`src/rtl/mips_pkg.sv`:
```
// Shared MIPS encodings: opcodes, function codes, ALU codes, control-state enum
// and the registered control-word layout used by the multicycle controller.
package mips_pkg;

    localparam logic [5:0] OP_RTYPE = 6'h00;
    localparam logic [5:0] OP_J     = 6'h02;
    localparam logic [5:0] OP_BEQ   = 6'h04;
    localparam logic [5:0] OP_ADDI  = 6'h08;
    localparam logic [5:0] OP_ANDI  = 6'h0C;
    localparam logic [5:0] OP_ORI   = 6'h0D;
    localparam logic [5:0] OP_LUI   = 6'h0F;
    localparam logic [5:0] OP_LW    = 6'h23;
    localparam logic [5:0] OP_SW    = 6'h2B;

    localparam logic [5:0] FN_NOP = 6'h00;
    localparam logic [5:0] FN_ADD = 6'h20;
    localparam logic [5:0] FN_SUB = 6'h22;
    localparam logic [5:0] FN_AND = 6'h24;
    localparam logic [5:0] FN_OR  = 6'h25;
    localparam logic [5:0] FN_SLT = 6'h2A;

    localparam logic [3:0] ALU_AND = 4'b0000;
    localparam logic [3:0] ALU_OR  = 4'b0001;
    localparam logic [3:0] ALU_ADD = 4'b0010;
    localparam logic [3:0] ALU_SUB = 4'b0110;
    localparam logic [3:0] ALU_SLT = 4'b0111;
    localparam logic [3:0] ALU_LUI = 4'b1111;

    typedef enum logic [3:0] {
        ST_RESET,
        ST_FETCH,
        ST_DECODE,
        ST_MEM_ADDR,
        ST_MEM_RD,
        ST_MEM_WB,
        ST_MEM_WR,
        ST_R_EXEC,
        ST_R_WB,
        ST_I_EXEC,
        ST_I_WB,
        ST_BRANCH,
        ST_JUMP,
        ST_ILLEGAL
    } state_e;

    typedef enum logic [2:0] {
        CL_NOP,
        CL_RTYPE,
        CL_ITYPE,
        CL_MEM,
        CL_BRANCH,
        CL_JUMP,
        CL_ILLEGAL
    } instr_class_e;

    typedef struct packed {
        logic       pcWrite;
        logic       pcWriteCond;
        logic       iorD;
        logic       memRead;
        logic       memWrite;
        logic       memToReg;
        logic       regDst;
        logic       regWrite;
        logic       aluSrcA;
        logic [1:0] aluSrcB;
        logic       extCntrl;
        logic [3:0] aluCntrl;
        logic [1:0] pcSource;
        logic       illegal;
    } ctrl_t;

endpackage

```
`src/rtl/mips_multicycle_control_if.sv`:
```
// Controller <-> datapath bundle: instruction fields and memory handshake in,
// register enables and mux selects out.
interface mips_multicycle_control_if #(
    parameter int ALU_CNTRL_W = 4,
    parameter int STATE_W     = 4
);
    logic [5:0]             op_in;
    logic [5:0]             func_in;
    logic                   mem_ready_in;
    logic                   pcWrite_out;
    logic                   pcWriteCond_out;
    logic                   iorD_out;
    logic                   memRead_out;
    logic                   memWrite_out;
    logic                   irWrite_out;
    logic                   memToReg_out;
    logic                   regDst_out;
    logic                   regWrite_out;
    logic                   ALUSrcA_out;
    logic [1:0]             ALUSrcB_out;
    logic                   extCntrl_out;
    logic [ALU_CNTRL_W-1:0] ALUCntrl_out;
    logic [1:0]             pcSource_out;
    logic                   illegal_out;
    logic [STATE_W-1:0]     state_out;

    modport master (
        input  op_in, func_in, mem_ready_in,
        output pcWrite_out, pcWriteCond_out, iorD_out, memRead_out, memWrite_out,
               irWrite_out, memToReg_out, regDst_out, regWrite_out, ALUSrcA_out,
               ALUSrcB_out, extCntrl_out, ALUCntrl_out, pcSource_out, illegal_out,
               state_out
    );

    modport slave (
        output op_in, func_in, mem_ready_in,
        input  pcWrite_out, pcWriteCond_out, iorD_out, memRead_out, memWrite_out,
               irWrite_out, memToReg_out, regDst_out, regWrite_out, ALUSrcA_out,
               ALUSrcB_out, extCntrl_out, ALUCntrl_out, pcSource_out, illegal_out,
               state_out
    );
endinterface

```
`src/rtl/mips_instr_class.sv`:
```
// Combinational op/func classifier: instruction class, ALU code for the
// execute step, extension mode and a legality flag.
module mips_instr_class
    import mips_pkg::*;
(
    input  logic [5:0]   op,
    input  logic [5:0]   func,
    output instr_class_e instrClass,
    output logic [3:0]   aluCode,
    output logic         extCntrl,
    output logic         legal
);

    always_comb begin
        instrClass = CL_ILLEGAL;
        aluCode    = ALU_ADD;
        extCntrl   = 1'b0;
        legal      = 1'b0;
        case (op)
            OP_RTYPE: begin
                legal      = 1'b1;
                instrClass = CL_RTYPE;
                case (func)
                    FN_ADD:  aluCode = ALU_ADD;
                    FN_SUB:  aluCode = ALU_SUB;
                    FN_AND:  aluCode = ALU_AND;
                    FN_OR:   aluCode = ALU_OR;
                    FN_SLT:  aluCode = ALU_SLT;
                    FN_NOP:  instrClass = CL_NOP;
                    default: begin
                        legal      = 1'b0;
                        instrClass = CL_ILLEGAL;
                    end
                endcase
            end
            OP_ADDI: begin
                legal = 1'b1; instrClass = CL_ITYPE; aluCode = ALU_ADD; extCntrl = 1'b1;
            end
            OP_ANDI: begin
                legal = 1'b1; instrClass = CL_ITYPE; aluCode = ALU_AND;
            end
            OP_ORI: begin
                legal = 1'b1; instrClass = CL_ITYPE; aluCode = ALU_OR;
            end
            OP_LUI: begin
                legal = 1'b1; instrClass = CL_ITYPE; aluCode = ALU_LUI;
            end
            OP_LW, OP_SW: begin
                legal = 1'b1; instrClass = CL_MEM; aluCode = ALU_ADD; extCntrl = 1'b1;
            end
            OP_BEQ: begin
                legal = 1'b1; instrClass = CL_BRANCH; aluCode = ALU_SUB; extCntrl = 1'b1;
            end
            OP_J: begin
                legal = 1'b1; instrClass = CL_JUMP;
            end
            default: ;
        endcase
    end

endmodule

```
`src/rtl/mips_multicycle_control.sv`:
```
// Multicycle MIPS controller: registered FSM sequencing fetch/decode/execute/
// memory/write-back, stalling on mem_ready_in, driving datapath controls directly.
module mips_multicycle_control
    import mips_pkg::*;
#(
    parameter int ALU_CNTRL_W     = 4,
    parameter int HALT_ON_ILLEGAL = 1,
    parameter int STATE_W         = 4
) (
    input  logic clk,
    input  logic rst_b,
    mips_multicycle_control_if.master bus
);

    state_e       stateQ;
    state_e       stateNext;
    ctrl_t        ctrlQ;
    ctrl_t        ctrlNext;
    instr_class_e instrClass;
    logic [3:0]   aluCode;
    logic         extCntrl;
    logic         legal;
    logic         fetchReady;

    mips_instr_class uClass (
        .op        (bus.op_in),
        .func      (bus.func_in),
        .instrClass(instrClass),
        .aluCode   (aluCode),
        .extCntrl  (extCntrl),
        .legal     (legal)
    );

    always_comb begin
        stateNext = stateQ;
        case (stateQ)
            ST_RESET:    stateNext = ST_FETCH;
            ST_FETCH:    if (bus.mem_ready_in) stateNext = ST_DECODE;
            ST_DECODE: begin
                if (!legal) begin
                    stateNext = ST_ILLEGAL;
                end else begin
                    case (instrClass)
                        CL_MEM:    stateNext = ST_MEM_ADDR;
                        CL_RTYPE:  stateNext = ST_R_EXEC;
                        CL_ITYPE:  stateNext = ST_I_EXEC;
                        CL_BRANCH: stateNext = ST_BRANCH;
                        CL_JUMP:   stateNext = ST_JUMP;
                        CL_NOP:    stateNext = ST_FETCH;
                        default:   stateNext = ST_ILLEGAL;
                    endcase
                end
            end
            ST_MEM_ADDR: stateNext = (bus.op_in == OP_LW) ? ST_MEM_RD : ST_MEM_WR;
            ST_MEM_RD:   if (bus.mem_ready_in) stateNext = ST_MEM_WB;
            ST_MEM_WB:   stateNext = ST_FETCH;
            ST_MEM_WR:   if (bus.mem_ready_in) stateNext = ST_FETCH;
            ST_R_EXEC:   stateNext = ST_R_WB;
            ST_R_WB:     stateNext = ST_FETCH;
            ST_I_EXEC:   stateNext = ST_I_WB;
            ST_I_WB:     stateNext = ST_FETCH;
            ST_BRANCH:   stateNext = ST_FETCH;
            ST_JUMP:     stateNext = ST_FETCH;
            ST_ILLEGAL:  stateNext = (HALT_ON_ILLEGAL != 0) ? ST_ILLEGAL : ST_FETCH;
            default:     stateNext = ST_RESET;
        endcase
    end

    // Control word is decoded for the state being entered so it is registered
    // alongside the state; R_WB keeps the ALU code latched on entry to R_EXEC.
    always_comb begin
        ctrlNext = '0;
        case (stateNext)
            ST_FETCH: begin
                ctrlNext.memRead  = 1'b1;
                ctrlNext.aluSrcB  = 2'b01;
                ctrlNext.aluCntrl = ALU_ADD;
            end
            ST_DECODE: begin
                ctrlNext.aluSrcB  = 2'b11;
                ctrlNext.extCntrl = 1'b1;
                ctrlNext.aluCntrl = ALU_ADD;
            end
            ST_MEM_ADDR: begin
                ctrlNext.aluSrcA  = 1'b1;
                ctrlNext.aluSrcB  = 2'b10;
                ctrlNext.extCntrl = 1'b1;
                ctrlNext.aluCntrl = ALU_ADD;
            end
            ST_MEM_RD: begin
                ctrlNext.memRead = 1'b1;
                ctrlNext.iorD    = 1'b1;
            end
            ST_MEM_WB: begin
                ctrlNext.regWrite = 1'b1;
                ctrlNext.memToReg = 1'b1;
            end
            ST_MEM_WR: begin
                ctrlNext.memWrite = 1'b1;
                ctrlNext.iorD     = 1'b1;
            end
            ST_R_EXEC: begin
                ctrlNext.aluSrcA  = 1'b1;
                ctrlNext.aluCntrl = aluCode;
            end
            ST_R_WB: begin
                ctrlNext.regWrite = 1'b1;
                ctrlNext.regDst   = 1'b1;
                ctrlNext.aluCntrl = ctrlQ.aluCntrl;
            end
            ST_I_EXEC: begin
                ctrlNext.aluSrcA  = 1'b1;
                ctrlNext.aluSrcB  = 2'b10;
                ctrlNext.extCntrl = extCntrl;
                ctrlNext.aluCntrl = aluCode;
            end
            ST_I_WB:     ctrlNext.regWrite = 1'b1;
            ST_BRANCH: begin
                ctrlNext.aluSrcA     = 1'b1;
                ctrlNext.aluCntrl    = ALU_SUB;
                ctrlNext.pcWriteCond = 1'b1;
                ctrlNext.pcSource    = 2'b01;
            end
            ST_JUMP: begin
                ctrlNext.pcWrite  = 1'b1;
                ctrlNext.pcSource = 2'b10;
            end
            ST_ILLEGAL:  ctrlNext.illegal = 1'b1;
            default: ;
        endcase
    end

    always_ff @(posedge clk or negedge rst_b) begin
        if (!rst_b) begin
            stateQ <= ST_RESET;
            ctrlQ  <= '0;
        end else begin
            stateQ <= stateNext;
            ctrlQ  <= ctrlNext;
        end
    end

    // IR/PC load in FETCH follows the memory handshake in the same cycle.
    assign fetchReady = (stateQ == ST_FETCH) && bus.mem_ready_in;

    assign bus.pcWrite_out     = ctrlQ.pcWrite | fetchReady;
    assign bus.irWrite_out     = fetchReady;
    assign bus.pcWriteCond_out = ctrlQ.pcWriteCond;
    assign bus.iorD_out        = ctrlQ.iorD;
    assign bus.memRead_out     = ctrlQ.memRead;
    assign bus.memWrite_out    = ctrlQ.memWrite;
    assign bus.memToReg_out    = ctrlQ.memToReg;
    assign bus.regDst_out      = ctrlQ.regDst;
    assign bus.regWrite_out    = ctrlQ.regWrite;
    assign bus.ALUSrcA_out     = ctrlQ.aluSrcA;
    assign bus.ALUSrcB_out     = ctrlQ.aluSrcB;
    assign bus.extCntrl_out    = ctrlQ.extCntrl;
    assign bus.ALUCntrl_out    = ALU_CNTRL_W'(ctrlQ.aluCntrl);
    assign bus.pcSource_out    = ctrlQ.pcSource;
    assign bus.illegal_out     = ctrlQ.illegal;
    assign bus.state_out       = STATE_W'(stateQ);

endmodule
```
`src/flat_wrapper.sv`:
```
// flat-port wrapper written by rule: the top's interface ports become plain ports
module mips_multicycle_control_flat import mips_pkg::*;
#(
    parameter int ALU_CNTRL_W     = 4,
    parameter int HALT_ON_ILLEGAL = 1,
    parameter int STATE_W         = 4
)
  (clk, rst_b, bus_op_in, bus_func_in, bus_mem_ready_in, bus_pcWrite_out, bus_pcWriteCond_out, bus_iorD_out, bus_memRead_out, bus_memWrite_out, bus_irWrite_out, bus_memToReg_out, bus_regDst_out, bus_regWrite_out, bus_ALUSrcA_out, bus_ALUSrcB_out, bus_extCntrl_out, bus_ALUCntrl_out, bus_pcSource_out, bus_illegal_out, bus_state_out);
  mips_multicycle_control_if #(.ALU_CNTRL_W(ALU_CNTRL_W), .STATE_W(STATE_W)) bus_i ();
  input  logic clk;
  input  logic rst_b;
  input wire logic [$bits(bus_i.op_in)-1:0] bus_op_in;
  input wire logic [$bits(bus_i.func_in)-1:0] bus_func_in;
  input wire logic [$bits(bus_i.mem_ready_in)-1:0] bus_mem_ready_in;
  output wire logic [$bits(bus_i.pcWrite_out)-1:0] bus_pcWrite_out;
  output wire logic [$bits(bus_i.pcWriteCond_out)-1:0] bus_pcWriteCond_out;
  output wire logic [$bits(bus_i.iorD_out)-1:0] bus_iorD_out;
  output wire logic [$bits(bus_i.memRead_out)-1:0] bus_memRead_out;
  output wire logic [$bits(bus_i.memWrite_out)-1:0] bus_memWrite_out;
  output wire logic [$bits(bus_i.irWrite_out)-1:0] bus_irWrite_out;
  output wire logic [$bits(bus_i.memToReg_out)-1:0] bus_memToReg_out;
  output wire logic [$bits(bus_i.regDst_out)-1:0] bus_regDst_out;
  output wire logic [$bits(bus_i.regWrite_out)-1:0] bus_regWrite_out;
  output wire logic [$bits(bus_i.ALUSrcA_out)-1:0] bus_ALUSrcA_out;
  output wire logic [$bits(bus_i.ALUSrcB_out)-1:0] bus_ALUSrcB_out;
  output wire logic [$bits(bus_i.extCntrl_out)-1:0] bus_extCntrl_out;
  output wire logic [$bits(bus_i.ALUCntrl_out)-1:0] bus_ALUCntrl_out;
  output wire logic [$bits(bus_i.pcSource_out)-1:0] bus_pcSource_out;
  output wire logic [$bits(bus_i.illegal_out)-1:0] bus_illegal_out;
  output wire logic [$bits(bus_i.state_out)-1:0] bus_state_out;
  assign bus_i.op_in = bus_op_in;
  assign bus_i.func_in = bus_func_in;
  assign bus_i.mem_ready_in = bus_mem_ready_in;
  assign bus_pcWrite_out = bus_i.pcWrite_out;
  assign bus_pcWriteCond_out = bus_i.pcWriteCond_out;
  assign bus_iorD_out = bus_i.iorD_out;
  assign bus_memRead_out = bus_i.memRead_out;
  assign bus_memWrite_out = bus_i.memWrite_out;
  assign bus_irWrite_out = bus_i.irWrite_out;
  assign bus_memToReg_out = bus_i.memToReg_out;
  assign bus_regDst_out = bus_i.regDst_out;
  assign bus_regWrite_out = bus_i.regWrite_out;
  assign bus_ALUSrcA_out = bus_i.ALUSrcA_out;
  assign bus_ALUSrcB_out = bus_i.ALUSrcB_out;
  assign bus_extCntrl_out = bus_i.extCntrl_out;
  assign bus_ALUCntrl_out = bus_i.ALUCntrl_out;
  assign bus_pcSource_out = bus_i.pcSource_out;
  assign bus_illegal_out = bus_i.illegal_out;
  assign bus_state_out = bus_i.state_out;
  mips_multicycle_control #(.ALU_CNTRL_W(ALU_CNTRL_W), .HALT_ON_ILLEGAL(HALT_ON_ILLEGAL), .STATE_W(STATE_W)) u_core (.clk(clk), .rst_b(rst_b), .bus(bus_i));
endmodule
```
`config.mk`:
```
export PLATFORM = sky130hd
export DESIGN_NAME = mips_multicycle_control_flat
export DESIGN_NICKNAME = d
export VERILOG_FILES = /design/src/rtl/mips_pkg.sv /design/src/rtl/mips_multicycle_control_if.sv /design/src/rtl/mips_instr_class.sv /design/src/rtl/mips_multicycle_control.sv /design/src/flat_wrapper.sv
export SDC_FILE = /design/constraint.sdc
export NUM_CORES = 1
export LEC_CHECK = 0
export BUFFER_PORTS_ARGS = -buffer_cell sky130_fd_sc_hd__buf_2
export CAP_MARGIN = 25
export CORE_MARGIN = 2
export CORE_UTILIZATION = 56
export CTS_BUF_LIST = sky130_fd_sc_hd__clkbuf_4 sky130_fd_sc_hd__clkbuf_8 sky130_fd_sc_hd__clkbuf_16
export DETAILED_ROUTE_END_ITERATION = 16
export PLACE_DENSITY = 0.84
export SYNTH_ARGS = -nofsm -noshare
export SYNTH_HDL_FRONTEND = slang
export SYNTH_SLANG_ARGS = --single-unit
```
`constraint.sdc`:
```
create_clock -name clk -period 6.1 [get_ports clk]
set_clock_uncertainty 0.1 [all_clocks]
set_input_delay 0.305 -clock clk [delete_from_list [all_inputs] [get_ports clk]]
set_output_delay 0.305 -clock clk [all_outputs]
set_load 0.01 [all_outputs]
```
Word level (Yosys, flattened, before mapping). Cells that the tools add are included.

Add/subtract/negate cells: 0. Multipliers: 0. Div/mod/pow operators: 0. Order comparisons: 0. Eq/ne operators: 44. Shift operators: 0. Multiplexer cells: 28. Bitwise gates (word level): 1. Reduce and logical (&&, ||, !) cells: 20.

Operator list (number): equality test 4 bit, second input constant (12); equality test 6 bit, second input constant (7); case mux 4 bit (9 select lines) (1); equality test 4 x 3 -> 1 bit, second input constant (8); equality test 6 x 4 -> 1 bit, second input constant (4); case mux 4 bit (6 select lines) (1); case mux 4 bit (5 select lines) (1); equality test 4 x 2 -> 1 bit, second input constant (4); 2-to-1 mux 4 bit (4); case mux 4 bit (4 select lines) (1); case mux 3 bit (5 select lines) (1); logical NOT 6 bit (2); 2-to-1 mux 1 bit (12); case mux 3 bit (4 select lines) (1); OR reduction 2 bit (6); OR reduction 4 bit (3); OR reduction 6 bit (2); equality test 4 x 1 -> 1 bit, second input constant (2); OR reduction 8 bit (1); equality test 3 x 2 -> 1 bit, second input constant (2); equality test 3 bit, second input constant (2); equality test 6 x 2 -> 1 bit, second input constant (1); equality test 6 x 3 -> 1 bit, second input constant (1); case mux 2 bit (3 select lines) (1); other kinds (11) (13).

Register bits after elaboration: 23. Bits in latches: 0. Bits in writable memories: 0. Bits in read-only memories: 0. Input bits: 15. Output and inout bits: 24. Word-level logic and storage cells: 108. Memories: 0.

Longest topological paths before layout.
Word-level depth: 11. Depth in mapped cells: 9. Gate-level depth less buffers: 8.

Hierarchy. Synthesis repeated with hierarchy kept, for this count alone.

Cell total of the unflattened synthesis: 155. Area, all modules: 1465.2 µm².

By module, submodules not included: mips_multicycle_control (times used 1, cells each 107, area each 1146.1 µm², seq. area each 550.5 µm²); mips_instr_class (times used 1, cells each 48, area each 319.1 µm², seq. area each 0.0 µm²).

Least setup slack after synthesis. Ideal clock, no wire load.

Path type: in2reg. Start point: in bus_op_in[1]. End point: reg u_core.ctrlQ (netlist bit u_core.bus.extCntrl_out). Library setup time: 0.092 ns. Arrival time: 1.949 ns. Required time: 5.908 ns. Setup slack: 3.959 ns. Stages: 8. Path buffers: 1. Path through: buf_4 > or4b_1 > a31oi_1 > o21bai_2 > o31ai_2 > a211oi_2 > nand2_2 > o31ai_2.

RTL lines: from (decl) (RTL line flat_wrapper.sv:12) `input wire logic [$bits(bus_i.op_in)-1:0] bus_op_in;`; to (signal assigned) (RTL line mips_multicycle_control.sv:139) `ctrlQ <= ctrlNext;`; to (decl) (RTL line mips_multicycle_control.sv:17) `ctrl_t ctrlQ;`.

Worst setup path in the final report.
Start point: reg u_core.stateQ[3], in the netlist u_core.bus.state_out[3]. End point: reg u_core.ctrlQ (netlist bit u_core.bus.ALUCntrl_out[1]).

Word-level cells in the longest chain between the ends: 6. Elaborated cells on any way between the ends: 29. Classes of those cells: eq/ne (20); mux (5); reduce/logical (4).

Ends and longest elaborated chain: from (decl) (RTL line mips_multicycle_control.sv:15) `state_e stateQ;`; from (signal assigned) (RTL line mips_multicycle_control.sv:138) `stateQ <= stateNext;`; equality test 4 x 3 -> 1 bit, or another cell as far along (RTL line mips_multicycle_control.sv:36) `case (stateQ)`; OR reduction 6 bit (no source line); case mux 4 bit (9 select lines) * (RTL line mips_multicycle_control.sv:36); equality test 4 x 1 -> 1 bit, or another cell as far along (RTL line mips_multicycle_control.sv:73) `case (stateNext)`; OR reduction 3 bit (no source line) / OR reduction 2 bit (equally long branches); case mux 4 bit (4 select lines) (RTL line mips_multicycle_control.sv:73).

Mark *: on every way between the ends. The rest lies on a longest branch, timed or not. A chain may end at the register's enable or synchronous reset.

==> flow_summary.yaml <==
synth:
  synthArstFlopShare_pct: 100
  ys.flop_type: "dfrtp_1"
  synth_nets: 178
  synth.distinct_cells: 50
  synth_edf_count: 0
  ys_ff_latch: 22
  ys_seq_area_share_pct: 38.5
  synth_area_um2: 1430
  syn-instance-count: 163
  yosys_warnings: 0
  postSynthAreaPerCell_um2: 8.77
clock_tree:
  clock_path_buffers: 2
  cts.sinks: 22
  cts-root-buf: "clkbuf_4"
  cts_resized: 0
  htreeDepth: 1
  numCtsBuffers: 3
  hold_buffers: 1
  clk_latency_ns: 0.29
  cts_tree: "built"
  path_clk_slew_ns: 0.12
  cts_setup_buffers: 0
run:
  maxCapViolCount: 0
critical_path:
  criticalPathCategory: "reg2reg"
  cp-startpoint: "u_core.bus.state_out[3]$_DFF_PN0_"
  timing.rr.start: "u_core.bus.state_out[3]$_DFF_PN0_"
  cp.required_ns: 6.19
  cp_max_fo: 13
  ff2ff_setup_slack_ns: 3.77
  regToRegEndpoint: "u_core.bus.ALUCntrl_out[1]$_DFFE_PN0N_"
  r2r_cells: 7
  startpoint_type: "flip-flop"
  critical_path_arrival_ns: 2.42
  endpoint_kind: "flip-flop"
routing:
  via_count: 1300
  via_per_inst: 5.94
  routedWlPerCell_um: 14.4
  firstDrtPassIters: 4
  drc: 0
  postRouteWirelength_um: 3160
  first_iter_violations: 39
  ant_nets: 0
sta:
  post-route-min-period_ns: 2.33
  whs_ns: 0.203
  setup_viol: 0
  tns_ns: 0
  relSlewSlack_pct: 65.8
  tightest_slew_ns: 0.509
  timing.fmax_ghz: 0.429
  final-max-slew-violation-count: 0
  hold_viol: 0
  fin_crit_sh_pct: 38.2
  rsz0062_at_grt: "false"
die:
  chipWidth_um: 54.5
  core_area_um2: 2450
  io_pins: 39
  initial_core_util_pct: 58.3
  die-height_um: 54.5
  rows: 18
  dieArea_um2: 2970
cells_and_area:
  num_antenna_cells: 0
  drive_gt1_share_pct: 30.7
  nFillCells: 220
  final_cell_mix: "buf_2 (38), dfrtp_1 (22), nand2_1 (15), nor3_1 (12), nor2_1 (10)"
  regArea_um2: 551
  areaGrowthSynthToFinish_pct: 12.8
  multi_input_area_um2: 749
  final_nets: 205
  post-route-util_pct: 65.7
  layout_commonest_cell: "buf_2"
min_path:
  holdPathStages: 2
  worstHoldEndpoint: "u_core.bus.extCntrl_out$_DFF_PN0_"
  hold_start: "bus_op_in[4]"
  holdCritPathClass: "in2reg"
placement:
  hpwl_um: 2460
  port_buffers: 38
  routabilityCongestion: 0.880
pwr:
  p_per_area_nw_per_um2: 402
  peakVddDrop_v: 0.000230
  p_leak_nw: 0.775
grt:
  antenna_found_initial: 0
  grt.total_usage_pct: 24.7
  grt_max_degree: 23
  grt_pass1_wl_um: 5220
  grt_pass1_vias: 1168
  gr-total-overflow: 0
outcome:
  status: "completed"
logic make-up after synthesis:
group / share of synthesized area [%]
XOR/XNOR: 1.84
buffers and inverters: 9.10
AO/OA/AOI/OAI: 21.3
AND/OR/NAND/NOR: 28.5
multiplexers: 0.700
flip-flops: 38.5
routing by layer:
| layer | up-vias | wire length [µm] | GRT usage (%) |
|---|---|---|---|
| li1 | 632 | - | - |
| met4 | 0 | 68 | 10.0 |
| met1 | 615 | 1320 | 32.4 |
| met5 | - | 0 | 0 |
| met2 | 47 | 1610 | 41.4 |
| met3 | 6 | 153 | 2.46 |
cells in the mapped netlist (2+ instances only):
library cell / instances / share of area (%)
buf_2: 2 / 0.70
nor4_1: 2 / 0.87
o21ai_0: 5 / 1.7
clkbuf_1: 5 / 1.3
o21bai_2: 2 / 1.6
and2_2: 2 / 1.0
and2_1: 2 / 0.87
a21boi_0: 2 / 1.0
o31ai_2: 3 / 2.6
buf_4: 9 / 4.7
nor3_1: 12 / 4.2
or3_1: 2 / 0.87
nand2_1: 15 / 3.9
o21ai_1: 2 / 0.70
nand3_1: 3 / 1.0
nor2_1: 10 / 2.6
a31oi_1: 6 / 2.6
xor2_1: 2 / 1.2
nor2b_1: 4 / 1.7
dfrtp_1: 22 / 38
and3_1: 5 / 2.2
o211ai_1: 2 / 1.0
inv_1: 5 / 1.3
a21oi_1: 7 / 2.4
nand2b_1: 6 / 2.6
nand4b_1: 2 / 1.2
worst max path at each step:
stage | to | slack (ns) | cells past startpoint
floorplan | u_core.bus.extCntrl_out$_DFF_PN0_ | 3.96 | 8
global placement | u_core.bus.extCntrl_out$_DFF_PN0_ | 3.70 | 8
detailed placement | u_core.bus.extCntrl_out$_DFF_PN0_ | 3.72 | 8
CTS | u_core.bus.ALUCntrl_out[1]$_DFFE_PN0N_ | 3.76 | 7
global route | u_core.bus.ALUCntrl_out[1]$_DFFE_PN0N_ | 3.59 | 7
finish | u_core.bus.ALUCntrl_out[1]$_DFFE_PN0N_ | 3.77 | 7
flip-flops by register name, indices dropped and copies added, names as in the netlist:
register and cells:
u_core.bus.memRead_out 1, u_core.bus.ALUSrcA_out 1, u_core.bus.memToReg_out 1, u_core.bus.ALUCntrl_out 4
u_core.bus.ALUSrcB_out 2, u_core.bus.extCntrl_out 1, u_core.bus.state_out 4, u_core.bus.regWrite_out 1
u_core.bus.memWrite_out 1, u_core.bus.iorD_out 1, u_core.bus.pcWriteCond_out 1, u_core.ctrlQ 1
u_core.bus.pcSource_out 1, u_core.bus.illegal_out 1, u_core.bus.regDst_out 1
through the flow:
step | worst slack [ns] | total power, mW | instance area [µm²] | instances
2_1_floorplan | 3.96 | 0.454 | 1430 | 163
3_3_place_gp | 3.70 | 0.522 | 1550 | 214
3_5_place_dp | 3.72 | 0.537 | 1550 | 214
4_1_cts | 3.76 | 0.649 | 1610 | 219
5_1_grt | 3.59 | 0.703 | 1610 | 219
6_report | 3.77 | 0.648 | 1610 | 219
report_power, final:
| part | switching (mW) | leakage [nW] | internal, mW | total [mW] |
|---|---|---|---|---|
| Combinational | 0.187 | 0.454 | 0.127 | 0.313 |
| Sequential | 0.0390 | 0.293 | 0.187 | 0.226 |
| Clock | 0.0418 | 0.0279 | 0.0663 | 0.108 |
| Total | 0.267 | 0.775 | 0.380 | 0.648 |
critical path: stages (launching register included):
cell and delay, ns:
dfrtp_1 0.54, nand2b_1 0.24, or3_1 0.42, nor2_1 0.25, a21boi_0 0.27, a211oi_2 0.11, a21oi_1 0.20, o21ai_1 0.09
final cells by class:
cell class / count / area share [%]
clock buffers: 3 / 1.40
clock inverters: 1 / 1.86
flip-flops and latches: 22 / 34.1
well taps: 30 / 2.33
inverters: 6 / 1.40
multi-input cells: 118 / 46.5
repair buffers: 39 / 12.4
Power figures use the tool's default switching activity.
